[src/rtl/core_pkg.sv]
// rtl/core_pkg.sv - shared constants and state type for the core's pipeline control
package core_pkg;

  localparam logic [1:0] RESULTSRC_ALU  = 2'b00;
  localparam logic [1:0] RESULTSRC_LOAD = 2'b01;
  localparam logic [1:0] RESULTSRC_PC4  = 2'b10;

  localparam logic [1:0] FWD_RF = 2'b00;
  localparam logic [1:0] FWD_W  = 2'b01;
  localparam logic [1:0] FWD_M  = 2'b10;

  typedef enum logic [1:0] {
    RUN  = 2'd0,
    WAIT = 2'd1,
    ERR  = 2'd2
  } hz_state_t;

endpackage

[src/rtl/fwd_unit.sv]
// rtl/fwd_unit.sv - operand forwarding select for one E-stage source register
module fwd_unit
  import core_pkg::*;
#(
  parameter int REG_AW = 5
) (
  input  logic [REG_AW-1:0] rs_e_i,
  input  logic              regwrite_m_i,
  input  logic [REG_AW-1:0] rd_m_i,
  input  logic              regwrite_w_i,
  input  logic [REG_AW-1:0] rd_w_i,
  output logic [1:0]        fwd_o
);

  // M is younger than W, so its value is the architecturally current one
  always_comb begin
    fwd_o = FWD_RF;
    if (regwrite_m_i && (rd_m_i != '0) && (rd_m_i == rs_e_i)) begin
      fwd_o = FWD_M;
    end else if (regwrite_w_i && (rd_w_i != '0) && (rd_w_i == rs_e_i)) begin
      fwd_o = FWD_W;
    end
  end

endmodule

[src/rtl/hazard_ctrl.sv]
// rtl/hazard_ctrl.sv - E/M/W control pipeline with forwarding, load-use, flush and dmem-wait stalls
module hazard_ctrl
  import core_pkg::*;
#(
  parameter int MEM_TIMEOUT = 16,
  parameter int REG_AW      = 5
) (
  input  logic              clk,
  input  logic              rst,
  input  logic [REG_AW-1:0] rs1_d,
  input  logic [REG_AW-1:0] rs2_d,
  input  logic [REG_AW-1:0] rd_d,
  input  logic              regwrite_d,
  input  logic [1:0]        resultsrc_d,
  input  logic              memwrite_d,
  input  logic              pcsrc_e,
  input  logic              dmem_ready,
  output logic              stall_f,
  output logic              stall_d,
  output logic              stall_em,
  output logic              flush_d,
  output logic              flush_e,
  output logic [1:0]        forward_a_e,
  output logic [1:0]        forward_b_e,
  output logic              regwrite_m,
  output logic              memwrite_m,
  output logic [1:0]        resultsrc_w,
  output logic              regwrite_w,
  output logic [REG_AW-1:0] rd_w,
  output logic              mem_err
);

  localparam int CNT_W = $clog2(MEM_TIMEOUT + 1);

  logic              regwrite_e_q, memwrite_e_q;
  logic [1:0]        resultsrc_e_q;
  logic [REG_AW-1:0] rd_e_q, rs1_e_q, rs2_e_q;
  logic              regwrite_m_q, memwrite_m_q;
  logic [1:0]        resultsrc_m_q;
  logic [REG_AW-1:0] rd_m_q;
  logic              regwrite_w_q, memwrite_w_q;
  logic [1:0]        resultsrc_w_q;
  logic [REG_AW-1:0] rd_w_q;
  hz_state_t         state_q;
  logic [CNT_W-1:0]  cnt_q;
  logic              mem_err_q;

  logic mem_m, memstall, load_use;

  assign mem_m    = memwrite_m_q | (resultsrc_m_q == RESULTSRC_LOAD);
  assign memstall = (mem_m & ~dmem_ready) | (state_q == ERR);
  assign load_use = (resultsrc_e_q == RESULTSRC_LOAD) && (rd_e_q != '0) &&
                    ((rd_e_q == rs1_d) || (rd_e_q == rs2_d));

  // Memory wait outranks the branch so a taken branch waits in frozen E
  always_comb begin
    stall_f  = 1'b0;
    stall_d  = 1'b0;
    stall_em = 1'b0;
    flush_d  = 1'b0;
    flush_e  = 1'b0;
    if (memstall) begin
      stall_f  = 1'b1;
      stall_d  = 1'b1;
      stall_em = 1'b1;
    end else if (pcsrc_e) begin
      flush_d = 1'b1;
      flush_e = 1'b1;
    end else if (load_use) begin
      stall_f = 1'b1;
      stall_d = 1'b1;
      flush_e = 1'b1;
    end
  end

  always_ff @(posedge clk or posedge rst) begin
    if (rst) begin
      {regwrite_e_q, resultsrc_e_q, memwrite_e_q, rd_e_q, rs1_e_q, rs2_e_q} <= '0;
      {regwrite_m_q, resultsrc_m_q, memwrite_m_q, rd_m_q} <= '0;
      {regwrite_w_q, resultsrc_w_q, memwrite_w_q, rd_w_q} <= '0;
    end else if (memstall) begin
      {regwrite_w_q, resultsrc_w_q, memwrite_w_q, rd_w_q} <= '0;
    end else begin
      {regwrite_w_q, resultsrc_w_q, memwrite_w_q, rd_w_q} <=
        {regwrite_m_q, resultsrc_m_q, memwrite_m_q, rd_m_q};
      {regwrite_m_q, resultsrc_m_q, memwrite_m_q, rd_m_q} <=
        {regwrite_e_q, resultsrc_e_q, memwrite_e_q, rd_e_q};
      if (flush_e) begin
        {regwrite_e_q, resultsrc_e_q, memwrite_e_q, rd_e_q, rs1_e_q, rs2_e_q} <= '0;
      end else begin
        {regwrite_e_q, resultsrc_e_q, memwrite_e_q, rd_e_q, rs1_e_q, rs2_e_q} <=
          {regwrite_d, resultsrc_d, memwrite_d, rd_d, rs1_d, rs2_d};
      end
    end
  end

  // cnt_q counts wait cycles already spent, saturating at MEM_TIMEOUT
  always_ff @(posedge clk or posedge rst) begin
    if (rst) begin
      state_q   <= RUN;
      cnt_q     <= '0;
      mem_err_q <= 1'b0;
    end else begin
      case (state_q)
        RUN: begin
          if (mem_m && !dmem_ready) begin
            state_q <= WAIT;
            cnt_q   <= CNT_W'(1);
          end
        end
        WAIT: begin
          if (dmem_ready) begin
            state_q <= RUN;
            cnt_q   <= '0;
          end else if (cnt_q == CNT_W'(MEM_TIMEOUT)) begin
            state_q   <= ERR;
            mem_err_q <= 1'b1;
          end else begin
            cnt_q <= cnt_q + CNT_W'(1);
          end
        end
        ERR:     state_q <= ERR;
        default: state_q <= RUN;
      endcase
    end
  end

  fwd_unit #(.REG_AW(REG_AW)) u_fwd_a (
    .rs_e_i       (rs1_e_q),
    .regwrite_m_i (regwrite_m_q),
    .rd_m_i       (rd_m_q),
    .regwrite_w_i (regwrite_w_q),
    .rd_w_i       (rd_w_q),
    .fwd_o        (forward_a_e)
  );

  fwd_unit #(.REG_AW(REG_AW)) u_fwd_b (
    .rs_e_i       (rs2_e_q),
    .regwrite_m_i (regwrite_m_q),
    .rd_m_i       (rd_m_q),
    .regwrite_w_i (regwrite_w_q),
    .rd_w_i       (rd_w_q),
    .fwd_o        (forward_b_e)
  );

  assign regwrite_m  = regwrite_m_q;
  assign memwrite_m  = memwrite_m_q;
  assign resultsrc_w = resultsrc_w_q;
  assign regwrite_w  = regwrite_w_q;
  assign rd_w        = rd_w_q;
  assign mem_err     = mem_err_q;

endmodule

[config.mk]
export PLATFORM = sky130hd
export DESIGN_NAME = hazard_ctrl
export DESIGN_NICKNAME = d
export VERILOG_FILES = /design/src/rtl/core_pkg.sv /design/src/rtl/fwd_unit.sv /design/src/rtl/hazard_ctrl.sv
export SDC_FILE = /design/constraint.sdc
export NUM_CORES = 1
export LEC_CHECK = 0
export ABC_AREA = 1
export CAP_MARGIN = 20
export CORE_MARGIN = 2
export CORE_UTILIZATION = 35
export DETAILED_ROUTE_END_ITERATION = 16
export PLACE_DENSITY = 0.57
export SYNTH_ARGS = -nofsm -noshare
export SYNTH_HDL_FRONTEND = slang
export SYNTH_SLANG_ARGS = --single-unit
[constraint.sdc]
create_clock -name clk -period 1.7 [get_ports clk]
set_clock_uncertainty 0.1 [all_clocks]
set_input_delay 0.255 -clock clk [delete_from_list [all_inputs] [get_ports clk]]
set_output_delay 0.255 -clock clk [all_outputs]
set_load 0.05 [all_outputs]
==> results.cfg <==
[outcome]
status = finished, violations left
violations = negative setup slack

[setup_path]
path_class = reg -> out
worst_setup_path_start_kind = flip-flop
path_max_fanout = 5
rr_worst_depth = 9
critical_path_arrival_ps = 1630
rr_startpoint = memwrite_m$_DFFE_PP0N_
cp.required_ps = 1340
r2r_end = rs2_e_q[3]$_DFFE_PP0N_
r2r_setup_slack_ps = 100
crit_path_end_kind = output port

[die]
die_h_um = 87.8
dieWidth_um = 87.8
coreArea_mm2 = 0.00679
die_area_mm2 = 0.00770
initial_utilization_pct = 36.2
fp-row-count = 30
io_pins = 43

[grt]
antenna_found_initial = 0
grt_overflow_total = 0
grt_usage_pct = 16.2
grt_pass1_vias = 2143
grt_pass1_wl_um = 9650
grt_max_degree = 45

[detailed_routing]
num_vias = 2209
route.detailed.drc = 0
drt-total-wl_um = 5810
final_antenna_net_count = 0
wl_per_cell_um = 11.5
via_per_inst = 4.36
dr.pass1.iters = 4
drtIter0Drc = 101

[yosys]
muxShareOfSynthArea_pct = 0
synthXorXnorAreaFrac_pct = 8.56
yosys.area_share.simple_pct = 28.8
synth-compound-area-share_pct = 5.35
synth_top_area_share_pct = 44.8
ys_ff_latch = 44
synth.cell_area_mm2 = 0.00246
synth_fa_ha_area_share_pct = 1.02
syn-num-nets = 340
yosysWarningCount = 0
synth.area.top_cells = dfrtp_1 (45%), nand2_1 (12%), inv_1 (6.9%)
syn_area_per_cell_um2 = 7.80
synth-seq-area-share_pct = 44.8
netlist-cell-type-count = 28
synth_top_family_by_area = simple AND/OR/NAND/NOR gates
synth_top_area_cell = dfrtp_1
synthCells = 315

[sta]
slew_viol_final = 0
tightest_slew_ps = 277
relSlewSlack_pct = 81.5
setup_tns_ps = -1850
hold-worst-slack_ps = 228
setup_viol = 8
finalHoldViolCount = 0
max_freq_ghz = 0.503
period_share_pct = 117
fin_ws_ps = -288
rsz0062_at_grt = yes
fin_crit_ps = 1990

[layout]
register_area_mm2 = 0.00111
multi_input_area_mm2 = 0.00120
drive_gt1_share_pct = 31.1
instances_no_fill = 507
num-nets-final = 435
area_delta_synth_final_pct = 51.7
fillers = 630
final_core_util_pct = 54.8
num_antenna_cells = 0

[pwr]
ir_worst_vdd_mv = 0.251
power_density_mw_per_mm2 = 500
leakage_nw = 1.92
power_mw = 1.86

[hold_path]
hp-class = in -> async

[clock_network]
h-tree-depth = 2
cts_tree = done
cts_root_buf = clkbuf_8
cts_sinks = 44
cts_buffers = 5
ctsHoldBuffers = 0
clk_pin_slew_ps = 80
clk_path_buf_depth = 2
clk_latency_ps = 290

[placed_design]
dp.cells = 479
numPortBuffers = 42
place_hpwl_um = 4210
place.gp.congestion = 0.795

[run]
drv_cap = 0
metal layers:
| layer | global-route usage, % | wire, um | vias to the layer above |
|---|---|---|---|
| li1 | - | - | 1158 |
| met1 | 21.2 | 2810 | 1006 |
| met2 | 27.5 | 2780 | 43 |
| met3 | 2.92 | 170 | 2 |
| met4 | 4.62 | 41 | 0 |
| met5 | 0 | 0 | - |
final cells by class:
cell class	instances	share of cell area, %
multi-input cells	211	32.1
well taps	96	3.22
inverters	50	5.20
clock inverters	1	0.201
repair buffers	98	27.1
flip-flops and latches	44	29.9
clock buffers	7	2.32
where the power goes:
part	internal [mW]	switching (mW)
Clock	0.331	0.357
Sequential	1.05	0
Combinational	0.0740	0.0567
Total	1.45	0.414
critical path: stages, from the launching register on:
cell and delay [ps]:
dfrtp_1 430, inv_2 60, nand2_1 60, nand2_1 70, nor2_1 90, nand3_1 90, nand2_2 100, nand2_4 60
o21ai_4 210, buf_12 160
worst max-delay path by stage:
stage,startpoint,end,slack (ps),cells past startpoint
4_1_cts,rd_e_q[0]$_DFFE_PP0N_,stall_f,-290,8
5_1_grt,rd_e_q[2]$_DFFE_PP0N_,stall_d,-410,9
3_3_place_gp,rs1_d[0],stall_f,-330,10
2_1_floorplan,rd_m_q[1]$_DFFE_PP0N_,forward_a_e[0],-210,4
6_report,rd_e_q[2]$_DFFE_PP0N_,stall_f,-290,9
3_5_place_dp,rs2_d[1],stall_f,-340,10
what timing repair did:
action | 4_1_cts | 5_1_grt
endpoints found under the hold margin | 0 | 0
setup buffers | 23 | 2
endpoints found under the setup margin | 9 | 23
resized for setup | 25 | 12
cloned | 0 | 0
pin swaps | 25 | 13
cell usage in the layout, fill, tap and decap left out, types with 3 or more instances in the layout:
cell type        synthesis  final
nand2_1                 78     73
buf_4                    3     55
inv_1                   45     37
dfrtp_1                 44     35
nor2_1                  35     32
nand3_1                 28     26
clkdlybuf4s50_1          0     19
o21ai_0                 17     16
buf_12                   0     15
xnor2_1                 13     12
inv_2                    5     11
xor2_1                  11     10
dfrtp_2                  0      9
nand4_1                  6      6
clkbuf_8                 2      6
buf_6                    3      5
nand2_2                  2      4
nand2_4                  1      4
nor2_4                   1      4
o21ai_1                  5      4
nand3_2                  1      3
through the flow:
step | setup WS, ps | cell area (um2)
finish | -288 | 3730
detailed placement | -345 | 3380
floorplan | -213 | 2530
CTS | -289 | 3700
global placement | -335 | 3380
global route | -409 | 3730
cell usage after synthesis:
| cell | count |
|---|---|
| nor2_4 | 1 |
| nor2_1 | 35 |
| o21bai_1 | 1 |
| inv_2 | 5 |
| dfrtp_1 | 44 |
| buf_6 | 3 |
| o21ai_1 | 5 |
| o31ai_1 | 1 |
| xor2_1 | 11 |
| o21ai_0 | 17 |
| ha_1 | 2 |
| clkbuf_8 | 2 |
| nand2_1 | 78 |
| nand3b_1 | 2 |
| o22ai_1 | 1 |
| buf_4 | 3 |
| nand3_4 | 1 |
| nor3_1 | 3 |
| buf_2 | 2 |
| nand3_1 | 28 |
| nand2_2 | 2 |
| nand2_4 | 1 |
| nand3_2 | 1 |
| or2_2 | 1 |
| nor4_1 | 1 |
| nand4_1 | 6 |
| inv_1 | 45 |
| xnor2_1 | 13 |
state kept, by name, indices dropped and copies added (netlist names):
name and count:
regwrite_m 1, rd_w 5, cnt_q 5, regwrite_w 1, memwrite_e_q 1, resultsrc_m_q 2
rd_m_q 5, rs1_e_q 5, mem_err 1, rs2_e_q 5, resultsrc_w 2, resultsrc_e_q 2
memwrite_m 1, regwrite_e_q 1, rd_e_q 5, state_q 2
cells by family after synthesis:
| group | count (synthesis) |
|---|---|
| XOR/XNOR | 24 |
| flip-flops | 44 |
| buffers and inverters | 60 |
| AO/OA/AOI/OAI | 25 |
| AND/OR/NAND/NOR | 160 |
| adder cells (fa/ha/maj) | 2 |
(Power assumes the default switching activity.)
